===== config.mk =====
export PLATFORM = sky130hd
export DESIGN_NAME = ad_cal_multi
export DESIGN_NICKNAME = d
export VERILOG_FILES = /design/src/rtl/ad_cal_multi.sv
export SDC_FILE = /design/constraint.sdc
export NUM_CORES = 1
export LEC_CHECK = 0
export ABC_AREA = 1
export BUFFER_PORTS_ARGS = -buffer_cell sky130_fd_sc_hd__buf_2
export CAP_MARGIN = 20
export CORE_ASPECT_RATIO = 1.25
export CORE_MARGIN = 3
export CORE_UTILIZATION = 45
export DETAILED_ROUTE_END_ITERATION = 8
export PLACE_DENSITY = 0.74
export SLEW_MARGIN = 10
export SYNTH_ARGS = -nofsm -noshare
export SYNTH_HDL_FRONTEND = slang
export SYNTH_SLANG_ARGS = --single-unit

===== constraint.sdc =====
create_clock -name sys_clk -period 3.5 [get_ports sys_clk]
set_clock_uncertainty 0.05 [all_clocks]
set_input_delay 0.7 -clock sys_clk [delete_from_list [all_inputs] [get_ports sys_clk]]
set_output_delay 0.7 -clock sys_clk [all_outputs]
set_load 0.03 [all_outputs]

===== src/rtl/ad_cal_multi.sv =====
// ad_cal_multi: sweeps each ADC channel's data-delay taps against a ramp pattern,
// picks the centre of the longest passing window, then programs every channel with it.
module ad_cal_multi #(
  parameter int CH_NUM = 2,
  parameter int DW = 16,
  parameter int TAP_W = 3,
  parameter int SETTLE_CYC = 256,
  parameter int CMP_LEN = 1024,
  parameter int TO_CYC = 65535,
  localparam int CH_W = CH_NUM > 1 ? $clog2(CH_NUM) : 1,
  localparam int TAPS = 1 << TAP_W
) (
  input  logic                    sys_clk,
  input  logic                    rst,
  input  logic                    i_ad_inital_over,
  input  logic                    i_start,
  output logic [3:0]              o_ad_mode,
  output logic [CH_W-1:0]         o_ad_ch,
  output logic [TAP_W-1:0]        o_ad_dly,
  output logic                    o_ad_cfg_req,
  input  logic                    i_ad_cfg_ack,
  input  logic [CH_NUM*DW-1:0]    i_ad_data,
  input  logic                    i_ad_valid,
  output logic                    o_busy,
  output logic                    o_done,
  output logic                    o_fail,
  output logic [CH_NUM*TAPS-1:0]  o_pass_map,
  output logic [CH_NUM*TAP_W-1:0] o_tap_res
);
  typedef enum logic [3:0] {IDLE, REQ, ACK_WAIT, REL_WAIT, SETTLE, COMP, EVAL, SET, DONE} state_t;
  state_t state;
  logic [31:0] cnt;
  logic [DW-1:0] prev, sample;
  logic have_prev, chk_v, chk_ok, err, bit_v, sweep;
  logic [TAP_W-1:0] idx, cur_start, best_start, run_start, nb_start;
  logic [TAP_W:0] cur_len, best_len, run_len, nb_len;
  // running longest-window search including the bit scanned this cycle
  always_comb begin
    sample = i_ad_data[o_ad_ch*DW +: DW];
    bit_v = o_pass_map[o_ad_ch*TAPS + idx];
    run_len = bit_v ? cur_len + 1'b1 : '0;
    run_start = cur_len == '0 ? idx : cur_start;
    nb_len = run_len > best_len ? run_len : best_len;
    nb_start = run_len > best_len ? run_start : best_start;
    sweep = o_ad_mode == 4'b0100;
  end
  always_ff @(posedge sys_clk) begin
    if (rst) begin
      state <= IDLE;
      cnt <= '0;
      prev <= '0;
      have_prev <= 1'b0;
      chk_v <= 1'b0;
      chk_ok <= 1'b0;
      err <= 1'b0;
      idx <= '0;
      cur_start <= '0;
      best_start <= '0;
      cur_len <= '0;
      best_len <= '0;
      o_ad_mode <= '0;
      o_ad_ch <= '0;
      o_ad_dly <= '0;
      o_ad_cfg_req <= 1'b0;
      o_busy <= 1'b0;
      o_done <= 1'b0;
      o_fail <= 1'b0;
      o_pass_map <= '0;
      o_tap_res <= '0;
    end else begin
      case (state)
        IDLE: begin
          o_done <= 1'b0;
          if (i_start && i_ad_inital_over) begin
            o_fail <= 1'b0;
            o_pass_map <= '0;
            o_ad_ch <= '0;
            o_ad_dly <= '0;
            o_ad_mode <= 4'b0100;
            o_busy <= 1'b1;
            state <= REQ;
          end
        end
        REQ: begin
          o_ad_cfg_req <= 1'b1;
          cnt <= '0;
          state <= ACK_WAIT;
        end
        ACK_WAIT, REL_WAIT: begin
          cnt <= cnt + 1'b1;
          if (state == ACK_WAIT && i_ad_cfg_ack) begin
            o_ad_cfg_req <= 1'b0;
            cnt <= '0;
            state <= REL_WAIT;
          end else if (state == REL_WAIT && !i_ad_cfg_ack) begin
            cnt <= '0;
            if (sweep) state <= SETTLE;
            else if (o_ad_ch == CH_W'(CH_NUM-1)) state <= DONE;
            else begin
              o_ad_ch <= o_ad_ch + 1'b1;
              state <= SET;
            end
          end else if (cnt == 32'(TO_CYC-1)) begin
            o_fail <= 1'b1;
            o_ad_cfg_req <= 1'b0;
            o_ad_mode <= '0;
            state <= DONE;
          end
        end
        SETTLE: begin
          cnt <= cnt + 1'b1;
          have_prev <= 1'b0;
          chk_v <= 1'b0;
          err <= 1'b0;
          if (cnt == 32'(SETTLE_CYC-1)) begin
            cnt <= '0;
            state <= COMP;
          end
        end
        COMP: begin
          if (i_ad_valid) begin
            prev <= sample;
            have_prev <= 1'b1;
            chk_v <= have_prev;
            chk_ok <= sample == prev + DW'(1);
          end else chk_v <= 1'b0;
          if (chk_v) begin
            if (cnt == 32'(CMP_LEN-1)) begin
              o_pass_map[o_ad_ch*TAPS + o_ad_dly] <= ~err & chk_ok;
              if (o_ad_dly == TAP_W'(TAPS-1)) begin
                idx <= '0;
                cur_len <= '0;
                cur_start <= '0;
                best_len <= '0;
                best_start <= '0;
                state <= EVAL;
              end else begin
                o_ad_dly <= o_ad_dly + 1'b1;
                state <= REQ;
              end
            end else begin
              cnt <= cnt + 1'b1;
              err <= err | ~chk_ok;
            end
          end
        end
        EVAL: begin
          cur_len <= run_len;
          cur_start <= run_start;
          best_len <= nb_len;
          best_start <= nb_start;
          idx <= idx + 1'b1;
          if (idx == TAP_W'(TAPS-1)) begin
            o_tap_res[o_ad_ch*TAP_W +: TAP_W] <= nb_len == '0 ? '0 : nb_start + TAP_W'((nb_len - 1'b1) >> 1);
            if (nb_len == '0) o_fail <= 1'b1;
            if (o_ad_ch == CH_W'(CH_NUM-1)) begin
              o_ad_ch <= '0;
              state <= SET;
            end else begin
              o_ad_ch <= o_ad_ch + 1'b1;
              o_ad_dly <= '0;
              state <= REQ;
            end
          end
        end
        SET: begin
          o_ad_mode <= '0;
          o_ad_dly <= o_tap_res[o_ad_ch*TAP_W +: TAP_W];
          state <= REQ;
        end
        DONE: begin
          o_done <= 1'b1;
          o_busy <= 1'b0;
          state <= IDLE;
        end
        default: state <= IDLE;
      endcase
    end
  end
endmodule

==> insert_results.sql <==
INSERT INTO impl_metrics (metric_group, metric, value, unit) VALUES
('outcome', 'outcome', 'finished, final reports clean', ''),
('yosys', 'ys_warn_count', '0', ''),
('clocking', 'numCtsBuffers', '9', ''),
('critical_path', 'crit_family', 'simple AND/OR/NAND/NOR gates', ''),
('critical_path', 'reg2reg_to', 'o_tap_res[5]$_SDFFE_PP0P_', ''),
('routing', 'initial_drc_count', '426', ''),
('timing', 'setup_viol', '0', ''),
('global_route', 'largest_net_degree_at_the_start_of_global_routing', '39', ''),
('yosys', 'adder_and_majority_cell_fraction_of_the_synthesized_area', '3.491', '%'),
('yosys', 'synth_ff_type', 'sky130_fd_sc_hd__dfxtp_1', ''),
('critical_path', 'worst_ep_required_time', '3.68', 'ns'),
('pwr', 'vdd_drop_max', '300.3', 'uV'),
('die', 'io_pins', '72', ''),
('layout', 'finalNetCount', '1047', ''),
('die', 'coreArea', '13470', 'um^2'),
('yosys', 'syn-instance-count', '923', ''),
('yosys', 'synthXorXnorAreaFrac', '4.026', '%'),
('die', 'floorplan.die.height', '138.4', 'um'),
('timing', 'tightest_slew', '0.6936', 'ns'),
('timing', 'timing.final.crit_period', '3.341', 'ns'),
('routing', 'drt_wl_total', '15950', 'um'),
('placed_design', 'count_of_input_and_output_buffers', '68', ''),
('critical_path', 'cp.depth', '27', ''),
('yosys', 'post_synth_edffs', '0', ''),
('global_route', 'grt_pass1_wl', '26240', 'um'),
('layout', 'ff_latch_area', '2087', 'um^2'),
('critical_path', 'crit_slowest_cell', 'sky130_fd_sc_hd__dfxtp_4', ''),
('timing', 'timing.final.max_slew_violations', '0', ''),
('layout', 'insertedDiodeCount', '0', ''),
('layout', 'multiInputGateArea', '3635', 'um^2'),
('pwr', 'power.density', '560.0', 'nW/um^2'),
('critical_path', 'worstSetupPathType', 'reg2reg', ''),
('critical_path', 'timing.critical_path.to_type', 'flop', ''),
('critical_path', 'reg2reg_slack', '0.16', 'ns'),
('placed_design', 'post-dp-hpwl', '11450', 'um'),
('yosys', 'synthMuxAreaShare', '1.428', '%'),
('global_route', 'globalRouteTotalUtil', '20.17', '%'),
('die', 'num_rows', '47', ''),
('clocking', 'ctsHoldBuffers', '0', ''),
('critical_path', 'setup.worst_path.end', 'o_tap_res[5]$_SDFFE_PP0P_', ''),
('global_route', 'number_of_global_route_vias_before_repair', '5653', ''),
('yosys', 'synth_seq_area_share', '33.00', '%'),
('yosys', 'synthSimpleGateAreaFrac', '30.86', '%'),
('routing', 'routed_wire_length_per_instance', '13.68', 'um'),
('hold_path', 'min_delay_path_class', 'reg2reg', ''),
('layout', 'core_utilization_of_the_finished_layout', '53.58', '%'),
('timing', 'max_freq', '0.2993', 'GHz'),
('timing', 'worst_hold_slack', '0.4141', 'ns'),
('pwr', 'power_leakage', '2.861', 'nW'),
('routing', 'drt_pass1_iterations', '5', ''),
('die', 'initial_core_util', '46.85', '%'),
('yosys', 'complex_gate_fraction_of_the_synthesized_area', '16.36', '%'),
('run', 'max_cap_viol_count', '0', ''),
('clocking', 'insertion_delay_of_the_later_clocked_pin_in_the_worst_skew_pair', '0.36', 'ns'),
('critical_path', 'critical-path-top-cell-by-count', 'sky130_fd_sc_hd__nand2_1', ''),
('die', 'die-width', '111.9', 'um'),
('yosys', 'synth_seq_cells', '104', ''),
('yosys', 'avgSynthCellArea', '6.835', 'um^2'),
('routing', 'routed_via_density', '5.203', ''),
('global_route', 'grt_antenna_before_repair', '0', ''),
('critical_path', 'critical_path_buf_inv_count', '5', ''),
('yosys', 'synth_area', '6309', 'um^2'),
('critical_path', 'ff2ff_path_depth', '27', ''),
('critical_path', 'rr_startpoint', 'idx[0]$_SDFFE_PP0P_', ''),
('global_route', 'gr-total-overflow', '0', ''),
('timing', 'layout_worst_path_cycle_share', '95.46', '%'),
('timing', 'setup_tns', '0', 'ns'),
('clocking', 'clk_transition_reported_paths', '0.07', 'ns'),
('clocking', 'cts.sink_count', '104', ''),
('clocking', 'cts_tree', 'yes', ''),
('timing', 'maxSlewHeadroom', '53.65', '%');
tightest hold or removal path, delay by kind of cell, from the launching register on:
kind	cells	cell delay [ns]
flops	1	0.31
compound gates	1	0.05
simple gates	1	0.06
final cells by class:
type                       count  area share (%)
tap                          171           2.965
timing repair buffer          84           6.433
inverter                     141           7.370
sequential                   104           28.92
clock inverter                 5          0.8150
multi-input combinational    652           50.37
clock buffer                   9           3.121
report_power, final:
group | internal (W) | switching [W]
Combinational | 0.000533 | 0.00115
Sequential | 0.00127 | 0.0000703
Clock | 0.000548 | 0.000462
Total | 0.00235 | 0.00169
worst min path at each step:
stage / to / slack, ns / cells after the start / start
5_1_grt: have_prev$_SDFFE_PP0P_ / 0.44 / 2 / have_prev$_SDFFE_PP0P_
3_3_place_gp: cur_start[2]$_SDFFE_PP0P_ / 0.40 / 2 / cur_start[2]$_SDFFE_PP0P_
2_1_floorplan: cur_len[3]$_SDFFE_PP0P_ / 0.39 / 2 / cur_len[3]$_SDFFE_PP0P_
3_5_place_dp: best_len[2]$_SDFFE_PP0P_ / 0.40 / 2 / best_len[2]$_SDFFE_PP0P_
4_1_cts: best_len[2]$_SDFFE_PP0P_ / 0.41 / 2 / best_len[2]$_SDFFE_PP0P_
6_report: best_len[2]$_SDFFE_PP0P_ / 0.41 / 2 / best_len[2]$_SDFFE_PP0P_
sequential cells by signal, indices dropped and copies added (netlist names), 3 cells and up:
name        flops
o_tap_res       6
state           4
prev           16
o_pass_map     16
best_start      3
cur_start       3
best_len        4
idx             3
cur_len         4
o_ad_dly        3
cnt            32
stage by stage:
stage | std cells | setup WS [ns] | area, um^2
3_3_place_gp | 1143 | 0.1104 | 6773
6_report | 1166 | 0.1589 | 7216
4_1_cts | 1161 | 0.008055 | 7097
5_1_grt | 1166 | -0.09874 | 7216
3_5_place_dp | 1143 | -0.07303 | 6773
2_1_floorplan | 925 | 0.1174 | 6316
metal layers:
metal / part of all wire, % / up-vias / routed length (um) / track usage, %
li1: - / 3165 / - / -
met1: 45 / 2744 / 7221 / 25.61
met2: 48 / 130 / 7650 / 34.40
met3: 4.7 / 28 / 743 / 3.497
met4: 2.1 / 0 / 332 / 6.983
met5: 0 / - / 0 / 0
cell families (layout without fill, tap and decap cells):
| logic type | Yosys count | count (layout) |
|---|---|---|
| other | 1 | 3 |
| multiplexers | 9 | 9 |
| AO/OA/AOI/OAI | 179 | 179 |
| flip-flops | 104 | 104 |
| buffers and inverters | 169 | 239 |
| adder cells (fa/ha/maj) | 17 | 17 |
| XOR/XNOR | 29 | 29 |
| AND/OR/NAND/NOR | 415 | 415 |
synth_stat cells, types with 12 or more instances:
master	instances	share of area, %
sky130_fd_sc_hd__a211oi_1	28	3.3
sky130_fd_sc_hd__a21oi_1	75	6.0
sky130_fd_sc_hd__clkbuf_1	15	0.89
sky130_fd_sc_hd__dfxtp_1	104	33
sky130_fd_sc_hd__ha_1	16	3.2
sky130_fd_sc_hd__inv_1	128	7.6
sky130_fd_sc_hd__inv_2	12	0.71
sky130_fd_sc_hd__nand2_1	178	11
sky130_fd_sc_hd__nand3_1	51	4.0
sky130_fd_sc_hd__nand4_1	12	1.2
sky130_fd_sc_hd__nor2_1	84	5.0
sky130_fd_sc_hd__nor3_1	21	1.7
sky130_fd_sc_hd__o21ai_0	55	4.4
sky130_fd_sc_hd__or2_2	14	1.4
sky130_fd_sc_hd__xor2_1	27	3.7
timing repair:
action	4_1_cts	5_1_grt
cloned	0	1
gates resized for setup	2	23
endpoints found under the setup margin	2	4
endpoints found under the hold margin	0	0
pin swaps	2	10
setup buffers	4	3
No activity file was read; power rests on OpenSTA's default activity.
